File: src/rtl/stall_pkg.sv
// Shared types and helpers for the parametrised pipeline stall controller.
package stall_pkg;

    localparam int MAX_STAGES = 64;

    typedef enum logic [1:0] {
        IDLE,
        HOLD_LD,
        HOLD_ST,
        HOLD_BR
    } state_e;

    typedef enum logic [1:0] {
        SRC_NONE,
        SRC_BR,
        SRC_LD,
        SRC_ST
    } src_e;

    // Vector with the low `depth` bits set; callers slice it to their stage count.
    function automatic logic [MAX_STAGES-1:0] depth_mask(input int depth);
        logic [MAX_STAGES-1:0] m;
        m = '0;
        for (int i = 0; i < MAX_STAGES; i++) begin
            if (i < depth) m[i] = 1'b1;
        end
        return m;
    endfunction

    // Branch beats load beats store.
    function automatic src_e pick_source(input logic br, input logic ld, input logic st);
        if (br)      return SRC_BR;
        else if (ld) return SRC_LD;
        else if (st) return SRC_ST;
        else         return SRC_NONE;
    endfunction

endpackage

File: src/rtl/sat_counter.sv
// Saturating up-counter with synchronous clear (clear wins over increment).
module sat_counter #(
    parameter int W = 32
) (
    input  logic         clk,
    input  logic         rst_n,
    input  logic         clr_i,
    input  logic         inc_i,
    output logic [W-1:0] cnt_o
);

    logic [W-1:0] cnt_q, cnt_d;

    // NOTE: every combinational output gets a default first so no path leaves it unassigned (no latch).
    always_comb begin
        cnt_d = cnt_q;
        if (clr_i) begin
            cnt_d = '0;
        end else if (inc_i && (cnt_q != {W{1'b1}})) begin
            cnt_d = cnt_q + W'(1);
        end
    end

    // NOTE: sequential state uses non-blocking assignments so all flops update together.
    always_ff @(posedge clk or negedge rst_n) begin
        if (!rst_n) cnt_q <= '0;
        else        cnt_q <= cnt_d;
    end

    assign cnt_o = cnt_q;

endmodule

File: src/rtl/stall_ctrl_gen.sv
// Pipeline stall controller: prioritised per-source masks, multi-cycle hold FSM,
// level-held external freeze and a saturating stall-cycle counter.
module stall_ctrl_gen
    import stall_pkg::*;
#(
    parameter int NUM_STAGES    = 6,
    parameter int LOAD_DEPTH    = 3,
    parameter int STORE_DEPTH   = 3,
    parameter int BRANCH_STAGE  = 1,
    parameter int LOAD_CYCLES   = 1,
    parameter int STORE_CYCLES  = 1,
    parameter int BRANCH_CYCLES = 1,
    parameter int PERF_W        = 32
) (
    input  logic                  clk,
    input  logic                  rst_n,
    input  logic                  stall_load_i,
    input  logic                  stall_store_i,
    input  logic                  stall_branch_i,
    input  logic                  stall_ext_i,
    input  logic                  perf_clr_i,
    output logic [NUM_STAGES-1:0] stall_o,
    output logic                  hold_busy_o,
    output logic [PERF_W-1:0]     perf_cnt_o
);

    if (LOAD_CYCLES < 1 || STORE_CYCLES < 1 || BRANCH_CYCLES < 1) begin : g_bad_cycles
        $fatal(1, "stall_ctrl_gen: every *_CYCLES parameter must be >= 1");
    end
    if (NUM_STAGES < 1 || NUM_STAGES > MAX_STAGES) begin : g_bad_stages
        $fatal(1, "stall_ctrl_gen: NUM_STAGES out of range");
    end
    if (LOAD_DEPTH < 1 || LOAD_DEPTH > NUM_STAGES || STORE_DEPTH < 1 || STORE_DEPTH > NUM_STAGES) begin : g_bad_depth
        $fatal(1, "stall_ctrl_gen: LOAD_DEPTH/STORE_DEPTH out of range");
    end
    if (BRANCH_STAGE < 0 || BRANCH_STAGE >= NUM_STAGES) begin : g_bad_branch
        $fatal(1, "stall_ctrl_gen: BRANCH_STAGE out of range");
    end

    localparam int MAX_CYC = (LOAD_CYCLES > STORE_CYCLES)
                           ? ((LOAD_CYCLES > BRANCH_CYCLES) ? LOAD_CYCLES : BRANCH_CYCLES)
                           : ((STORE_CYCLES > BRANCH_CYCLES) ? STORE_CYCLES : BRANCH_CYCLES);
    localparam int CNT_W   = (MAX_CYC > 1) ? $clog2(MAX_CYC) : 1;

    localparam logic [NUM_STAGES-1:0] LOAD_MASK  = NUM_STAGES'(depth_mask(LOAD_DEPTH));
    localparam logic [NUM_STAGES-1:0] STORE_MASK = NUM_STAGES'(depth_mask(STORE_DEPTH));
    localparam logic [NUM_STAGES-1:0] BR_MASK    = NUM_STAGES'(1) << BRANCH_STAGE;
    localparam logic [NUM_STAGES-1:0] EXT_MASK   = {NUM_STAGES{1'b1}};

    // The entry cycle is already one stall cycle, so the hold counts down from CYCLES-2.
    localparam logic [CNT_W-1:0] LD_INIT = CNT_W'((LOAD_CYCLES   > 1) ? LOAD_CYCLES   - 2 : 0);
    localparam logic [CNT_W-1:0] ST_INIT = CNT_W'((STORE_CYCLES  > 1) ? STORE_CYCLES  - 2 : 0);
    localparam logic [CNT_W-1:0] BR_INIT = CNT_W'((BRANCH_CYCLES > 1) ? BRANCH_CYCLES - 2 : 0);

    state_e                state_q, state_d;
    logic [CNT_W-1:0]      cnt_q, cnt_d;
    logic [NUM_STAGES-1:0] base_mask;
    logic                  busy;

    always_comb begin
        state_d   = state_q;
        cnt_d     = cnt_q;
        base_mask = '0;
        busy      = 1'b0;

        unique case (state_q)
            IDLE: begin
                unique case (pick_source(stall_branch_i, stall_load_i, stall_store_i))
                    SRC_BR: begin
                        base_mask = BR_MASK;
                        if (BRANCH_CYCLES > 1) begin
                            state_d = HOLD_BR;
                            cnt_d   = BR_INIT;
                        end
                    end
                    SRC_LD: begin
                        base_mask = LOAD_MASK;
                        if (LOAD_CYCLES > 1) begin
                            state_d = HOLD_LD;
                            cnt_d   = LD_INIT;
                        end
                    end
                    SRC_ST: begin
                        base_mask = STORE_MASK;
                        if (STORE_CYCLES > 1) begin
                            state_d = HOLD_ST;
                            cnt_d   = ST_INIT;
                        end
                    end
                    default: base_mask = '0;
                endcase
            end
            HOLD_LD, HOLD_ST, HOLD_BR: begin
                busy = 1'b1;
                if (state_q == HOLD_LD)      base_mask = LOAD_MASK;
                else if (state_q == HOLD_ST) base_mask = STORE_MASK;
                else                         base_mask = BR_MASK;
                // New hazard requests are deliberately ignored while holding.
                if (cnt_q == '0) state_d = IDLE;
                else             cnt_d   = cnt_q - CNT_W'(1);
            end
            default: state_d = IDLE;
        endcase
    end

    always_ff @(posedge clk or negedge rst_n) begin
        if (!rst_n) begin
            state_q <= IDLE;
            cnt_q   <= '0;
        end else begin
            state_q <= state_d;
            cnt_q   <= cnt_d;
        end
    end

    // Reset gates the vector directly so the pipeline is released the moment rst_n falls.
    assign stall_o     = rst_n ? (base_mask | (stall_ext_i ? EXT_MASK : '0)) : '0;
    assign hold_busy_o = busy;

    sat_counter #(
        .W (PERF_W)
    ) u_perf (
        .clk   (clk),
        .rst_n (rst_n),
        .clr_i (perf_clr_i),
        .inc_i (|stall_o),
        .cnt_o (perf_cnt_o)
    );

endmodule

File: config.mk
export PLATFORM = sky130hd
export DESIGN_NAME = stall_ctrl_gen
export DESIGN_NICKNAME = d
export VERILOG_FILES = /design/src/rtl/stall_pkg.sv /design/src/rtl/sat_counter.sv /design/src/rtl/stall_ctrl_gen.sv
export SDC_FILE = /design/constraint.sdc
export NUM_CORES = 1
export LEC_CHECK = 0
export BUFFER_PORTS_ARGS = -buffer_cell sky130_fd_sc_hd__clkbuf_2
export CAP_MARGIN = 20
export CORE_MARGIN = 4
export CORE_UTILIZATION = 57
export DETAILED_ROUTE_END_ITERATION = 8
export PLACE_DENSITY = 0.95
export SYNTH_ARGS = -nofsm -noshare
export SYNTH_HDL_FRONTEND = slang
export SYNTH_SLANG_ARGS = --single-unit
File: constraint.sdc
create_clock -name clk -period 5 [get_ports clk]
set_clock_uncertainty 0.15 [all_clocks]
set_input_delay 1 -clock clk [delete_from_list [all_inputs] [get_ports clk]]
set_output_delay 1 -clock clk [all_outputs]
set_load 0.02 [all_outputs]
After elaboration in Yosys (flattened, before gate mapping). Index checks and enable logic that the tools add are counted. W data, S select, Z words.

Bitwise gates (word level): 1. Reduce and logical (&&, ||, !) cells: 4. Add/subtract/negate cells: 1. Eq/ne operators: 4. Muxes and demuxes: 8.

Operator list (number): $mux W32 (2); $add A32 B1 Y32 const B (1); $ne A32 B32 Y1 const B (1); $mux W6 (2); $mux W2 (3); $or A6 B6 Y6 (1); $pmux W3 S2 (1); $reduce_or A6 Y1 (1); $eq A2 B2 Y1 const B (2); $eq A2 B1 Y1 const B (1); $reduce_bool A2 Y1 (1); $reduce_or A2 Y1 (1); $logic_and A1 B1 Y1 (1).

Input bits: 7. Output and inout bits: 39. Word-level logic and storage cells: 19. Register bits after elaboration: 32.

Logic depth before layout (Yosys ltp). Gate-level depths: netlist of run 1.

Depth after elaboration: 12. Mapped depth: 7. Mapped depth without buffers: 6.

Hierarchy. Synthesis of run 1 repeated with hierarchy kept, for this count alone.

Cells, all modules: 208. Area, all modules: 1935.6 um2.

By module, submodules not included: sat_counter (area an instance 1854.3 um2, cells an instance 198, sequential area each 800.8 um2, times used 1); stall_ctrl_gen (area an instance 81.3 um2, cells an instance 10, sequential area each 0.0 um2, times used 1).

Worst setup path before layout of run 1. No wires, ideal clock.

Path kind: input -> output. Start point: input stall_ext_i. End point: output stall_o[1]. Slack: 2129 ps. Data required time: 3850 ps. Path buffers: 0. Stages: 2. Arrival: 1721 ps. Cell sequence: o41ai_1 inv_1.

Cells in the longest elaborated chain, start to end: 3.

Ends and longest elaborated chain: start, declared (line stall_ctrl_gen.sv:20) `input logic stall_ext_i,`; $mux W6 (line stall_ctrl_gen.sv:117) `assign stall_o = rst_n ? (base_mask | (stall_ext_i ? EXT_MASK : '0)) : '0;`; $or A6 B6 Y6 (line stall_ctrl_gen.sv:117); $mux W6 (line stall_ctrl_gen.sv:117); end, declared (line stall_ctrl_gen.sv:22) `output logic [NUM_STAGES-1:0] stall_o,`.

No other way between the ends.

Final worst setup path of run 1. Ends and elaborated chain as after synthesis.

==> results of run 1 <==
==> cells in the final DEF, fill, tap and decap left out, types with 2 or more instances in the layout <==
cell       n
inv_1      7
clkbuf_2  44
or3_1     15
nand3_1    9
clkbuf_4   5
or4_4      2
nand4_1   10
or4_1      4
clkbuf_1   2
a311oi_1   2
o31ai_1    5
and2_1     3
nand2_1   16
or3_2      6
and4_1     3
and4_2     2
xnor2_1    2
and3_1     2
a21oi_1   25
dfrtp_1   32
o21ai_0   17
o21ai_1    4
a41o_1     2
o31ai_4    2
nor2_1    12
==> power groups by stage <==
stage	clock network, mW	logic (mW)	registers [mW]
final	0.157	0.0353	0.263
after global routing	0.174	0.0393	0.263
after CTS	0.159	0.0357	0.263
after detailed placement	0	0.0356	0.268
after global placement	0	0.0349	0.268
after floorplan	0	0.0211	0.270
==> cell families after synthesis <==
group / synth area share [%]
and+or+nand+nor: 29.2
AOI/OAI and AO/OA: 21.0
DFF: 41.9
buffers and inverters: 5.18
xor gates and xnor gates: 1.38
adders and majority gates: 0.655
other: 0.196
muxes: 0.524
==> through the flow <==
stage / total power [mW] / util, % / setup WS, ns
after floorplan: 0.291 / - / 2.13
after global placement: 0.303 / 67.8 / 1.79
after detailed placement: 0.303 / 67.8 / 1.68
after CTS: 0.458 / 69.6 / 1.67
after global routing: 0.476 / 69.6 / 1.57
final: 0.455 / 69.6 / 1.65
==> worst max-delay path: cells and delay by family <==
kind	cells	cell delay [ns]
buffers and inverters	3	0.54
AO/OA/AOI/OAI	1	0.66
==> area by class of cell <==
type                            count  area share [%]
Clock buffer                        8            2.70
Sequential cell                    32            36.8
Timing Repair Buffer               45            10.5
Inverter                            7            1.21
Multi-Input combinational cell    161            46.4
Tap cell                           44            2.53
==> per-layer routing <==
| layer | track usage [%] | wire [um] | vias up |
|---|---|---|---|
| met5 | 0 | 0 | - |
| met4 | 11.9 | 91 | 0 |
| met3 | 4.59 | 211 | 9 |
| met2 | 37.8 | 2230 | 46 |
| met1 | 27.5 | 1900 | 861 |
| li1 | - | - | 881 |
==> how the worst min path moves through the flow <==
stage | depth (start not counted) | endpoint | from | slack [ns]
after detailed placement | 2 | u_perf.cnt_o[12]$_DFFE_PN0P_ | u_perf.cnt_o[12]$_DFFE_PN0P_ | 0.44
final | 1 | u_perf.cnt_o[8]$_DFFE_PN0P_ | rst_n | 0.43
after CTS | 1 | u_perf.cnt_o[19]$_DFFE_PN0P_ | rst_n | 0.44
after floorplan | 2 | u_perf.cnt_o[23]$_DFFE_PN0P_ | u_perf.cnt_o[23]$_DFFE_PN0P_ | 0.51
after global placement | 2 | u_perf.cnt_o[29]$_DFFE_PN0P_ | u_perf.cnt_o[29]$_DFFE_PN0P_ | 0.43
after global routing | 1 | u_perf.cnt_o[17]$_DFFE_PN0P_ | rst_n | 0.45
==> flow_summary.yaml, run 1 <==
run_status:
  status: "finished, final reports clean"
synthesis:
  yosysTopAreaCellShare_pct: 41.9
  synth_area_leaders: "dfrtp_1 42%, a21oi_1 6.6%, or3_1 4.9%"
  ys_warn_count: 0
  synth.most_common_cell: "dfrtp_1"
  synth_area_leader_cell: "dfrtp_1"
  synth_common_cells: "32 x dfrtp_1, 25 x a21oi_1, 17 x o21ai_0"
  synthArstFlopShare_pct: 100
  synth.avg_cell_area_um2: 9.05
  synthesis.nets: 219
  yosysSeqAreaShare_pct: 41.9
  synth_cell_types: 44
  synth_area_um2: 1910
  ys_seq_elements: 32
  synth_ff_type: "dfrtp_1"
  synth_edf_count: 0
  syn_inst: 211
layout:
  multi_input_area_um2: 1010
  area_growth_pct: 14.1
  final_area_um2: 2180
  largest_reg_flops: 32
  drive_gt1_share_pct: 27.3
  instances_no_fill: 297
  nets: 260
  num_antenna_cells: 0
  seqCellArea_um2: 801
  fillers: 239
power_and_ir_drop:
  leakagePower_nw: 0.894
  power_density_nw_per_um2: 209
  ir_drop_mv: 0.148
  p_clk_share_pct: 34.5
  intPower_uw: 340
  pwr-share-seq_pct: 57.8
  p_sw_share_pct: 25.4
  pwr-share-comb_pct: 7.8
  net-switching-power_uw: 116
critical_path:
  critPathCapture: "stall_o[1]"
  worstPathCellList: "clkbuf_2 > o41ai_1 > inv_1 > clkbuf_2"
  r2r_setup_slack_ns: 2.37
  cp-end-kind: "output pin"
  crit_path_top_delay_cell: "o41ai_1"
  path_max_fanout: 3
  criticalPathCategory: "in2out"
  crit_start: "stall_ext_i"
  crit_required_ns: 3.85
  critPathLaunchType: "input port"
  r2r_cells: 6
  reg2reg_to: "u_perf.cnt_o[3]$_DFFE_PN0P_"
  arrival_ns: 2.20
  cpMostUsedCell: "clkbuf_2"
  r2r-start: "u_perf.cnt_o[0]$_DFFE_PN0P_"
  critPathMaxStageDelay_ns: 0.66
route:
  dr_total_vias: 1797
  wl_um: 4430
  viasPerCell: 6.05
  drtPass1Iterations: 5
  drc: 0
  wire_per_inst_um: 14.9
  drt-initial-drc-count: 108
  antenna_left: 0
sta:
  hold_viol_final: 0
  fin_crit_sh_pct: 67.0
  final-setup-viol-count: 0
  slew_viol_final: 0
  post-route-min-period_ns: 3.35
  fin_setup_tns_ns: 0
  fmax_ghz: 0.298
  tightest_slew_ns: 0.722
  whs_ns: 0.429
  rsz0062_at_grt: "false"
  relSlewSlack_pct: 51.8
global_routing:
  grt.total_usage_pct: 22.7
  grt_max_degree: 36
  grt-ovfl-total: 0
  antenna_found_initial: 0
  grt_pass1_wl_um: 7450
  first_global_vias: 1634
floorplan:
  die_height_um: 65.9
  die-area_um2: 4340
  fp.dieW_um: 65.9
  rows: 20
  io_pins: 46
  start_util_pct: 61.0
  design.core.area_um2: 3130
clock_tree:
  clk_pin_slew_worst_paths_ns: 0.09
  cts_hold_buffers: 0
  cts_tree: "done"
  ctsResizeCount: 0
  h-tree-depth: 2
  postCtsSetupBuffers: 0
  cts_buffers: 5
  clockRootBuffer: "clkbuf_4"
  clkSinkCount: 32
  cts_max_path_buffers: 2
  worst_skew_pair.late_latency_ns: 0.35
placement:
  dp_hpwl_um: 3200
  dp.cells: 289
  io_buffers: 44
  place_congestion: 0.839
  place_area_um2: 2120
flow_run:
  drv_cap: 0
worst_hold_path:
  hold_class: "in2async"
No activity file was read; power rests on OpenSTA's default activity.
==> run 2, diff against run 1 <==
--- a/config.mk
+++ b/config.mk
@@ -8,9 +8,9 @@
 export BUFFER_PORTS_ARGS = -buffer_cell sky130_fd_sc_hd__clkbuf_2
 export CAP_MARGIN = 20
 export CORE_MARGIN = 4
-export CORE_UTILIZATION = 57
+export CORE_UTILIZATION = 53
 export DETAILED_ROUTE_END_ITERATION = 8
-export PLACE_DENSITY = 0.95
+export PLACE_DENSITY = 0.9
 export SYNTH_ARGS = -nofsm -noshare
 export SYNTH_HDL_FRONTEND = slang
 export SYNTH_SLANG_ARGS = --single-unit
==> constraint.sdc (replaced) <==
create_clock -name clk -period 3.5 [get_ports clk]
set_clock_uncertainty 0.15 [all_clocks]
set_input_delay 0.7 -clock clk [delete_from_list [all_inputs] [get_ports clk]]
set_output_delay 0.7 -clock clk [all_outputs]
set_load 0.02 [all_outputs]
==> run 2 against run 1 <==
Effect of this change: final cell count rose by 0.34%; global-route usage is 1.8 points lower; total power is 36% higher; register-to-register slack got worse by 1.5 ns; via count grew 2.3%; combinational power increased by 41%; worst hold slack lost 0.33 ns; non-clock buffer count unchanged; clock power grew 22%; die area rose by 6.6%; wire length increased by 1.9%.
==> flow_summary.yaml, run 2 (synthesis results as in run 1) <==
run_status:
  status: "finished, final reports clean"
sta:
  fin_setup_tns_ns: 0
  hold_viol_final: 0
  slew_viol_final: 0
  post-route-min-period_ns: 2.68
  fin_crit_sh_pct: 76.5
  fmax_ghz: 0.374
  tightest_slew_ns: 0.726
  final-setup-viol-count: 0
  whs_ns: 0.0944
  rsz0062_at_grt: "false"
  relSlewSlack_pct: 51.6
  worst_slack_ns: 0.824
clock_tree:
  ctsResizeCount: 0
  cts_buffers: 5
  cts_hold_buffers: 0
  worst_skew_pair.late_latency_ns: 0.33
  cts_tree: "done"
  postCtsSetupBuffers: 0
  clockRootBuffer: "clkbuf_4"
  clk_pin_slew_worst_paths_ns: 0.10
  clkSinkCount: 32
  h-tree-depth: 2
  cts_max_path_buffers: 2
floorplan:
  die-area_um2: 4630
  design.core.area_um2: 3420
  rows: 21
  fp.dieW_um: 68.0
  start_util_pct: 55.9
  io_pins: 46
  die_height_um: 68.0
layout:
  num_antenna_cells: 0
  fillers: 305
  fin_util_pct: 63.5
  final_cell_mix: "44 x clkbuf_2, 32 x dfrtp_1, 25 x a21oi_1"
  drive_gt1_share_pct: 27.4
  area_growth_pct: 13.6
  instances_no_fill: 298
  largest_reg_flops: 32
  final_area_um2: 2170
  layout_commonest_cell: "clkbuf_2"
  nets: 260
worst_hold_path:
  hold_class: "in2async"
critical_path:
  reg2reg_to: "u_perf.cnt_o[5]$_DFFE_PN0P_"
  path_max_fanout: 3
  r2r_setup_slack_ns: 0.91
  r2r-start: "u_perf.cnt_o[0]$_DFFE_PN0P_"
  arrival_ns: 1.83
  critPathLaunchType: "input port"
  criticalPathCategory: "in2out"
  crit_required_ns: 2.65
  cp-end-kind: "output pin"
  r2r_cells: 6
route:
  drt-initial-drc-count: 167
  wl_um: 4520
  drtPass1Iterations: 5
  dr_total_vias: 1838
  drc: 0
  viasPerCell: 6.17
  wire_per_inst_um: 15.2
  antenna_left: 0
flow_run:
  drv_cap: 0
placement:
  dp.cells: 291
  io_buffers: 44
  dp_hpwl_um: 3250
  place_area_um2: 2120
  place_congestion: 0.806
  pre_cts_ws_ns: 0.808
global_routing:
  grt-ovfl-total: 0
  grt_pass1_wl_um: 7290
  grt_max_degree: 36
  grt.total_usage_pct: 20.9
  antenna_found_initial: 0
  first_global_vias: 1662
power_and_ir_drop:
  leakagePower_nw: 0.889
  finalPower_uw: 617
  pwr-share-seq_pct: 60.8
  ir_drop_mv: 0.173
  net-switching-power_uw: 157
  power_density_nw_per_um2: 285
  pwr-share-comb_pct: 8.1
  p_clk_share_pct: 31.1
  p_sw_share_pct: 25.5
  intPower_uw: 460
## run 2: changes by cell type in the layout (fill, tap and decap cells not counted)
cell,change
clkinv_2,+1
clkbuf_8,-1
clkbuf_1,-1
## run 2: final cells by class
| cell class | instances | area (um2) | share of cell area (%) |
|---|---|---|---|
| multi-input cells | 161 | 1010 | 46.6 |
| flip-flops and latches | 32 | 801 | 36.9 |
| repair buffers | 45 | 228 | 10.5 |
| well taps | 46 | 57.6 | 2.65 |
| clock buffers | 6 | 41.3 | 1.90 |
| inverters | 7 | 26.3 | 1.21 |
| clock inverters | 1 | 5.00 | 0.231 |
## run 2: power by group through the flow
stage	clock, mW	combinational, mW	sequential (mW)
after floorplan	0	0.0302	0.385
after global placement	0	0.0496	0.382
after detailed placement	0	0.0504	0.382
after CTS	0.195	0.0504	0.375
after global routing	0.210	0.0558	0.376
final	0.192	0.0499	0.375
## run 2: how the worst max path moves through the flow
| stage | endpoint | cells after the start | slack [ns] | from |
|---|---|---|---|---|
| 6_report | stall_o[1] | 4 | 0.82 | stall_ext_i |
| 5_1_grt | stall_o[1] | 4 | 0.72 | stall_ext_i |
| 4_1_cts | stall_o[1] | 4 | 0.84 | stall_ext_i |
| 3_5_place_dp | u_perf.cnt_o[23]$_DFFE_PN0P_ | 7 | 0.81 | rst_n |
| 3_3_place_gp | u_perf.cnt_o[23]$_DFFE_PN0P_ | 7 | 0.84 | rst_n |
| 2_1_floorplan | u_perf.cnt_o[1]$_DFFE_PN0P_ | 7 | 1.10 | u_perf.cnt_o[0]$_DFFE_PN0P_ |
## run 2: routing by layer
layer  track usage, %  part of all wire (%)  up-vias
met3             4.27                   6.9       10
met5                0                     0        -
li1                 -                     -      876
met1             25.9                    43      884
met4             10.9                   2.2        0
met2             34.2                    48       68
## run 2: critical path: stages
cell	delay, ns
clkbuf_2	0.09
o41ai_1	0.62
inv_1	0.20
clkbuf_2	0.21
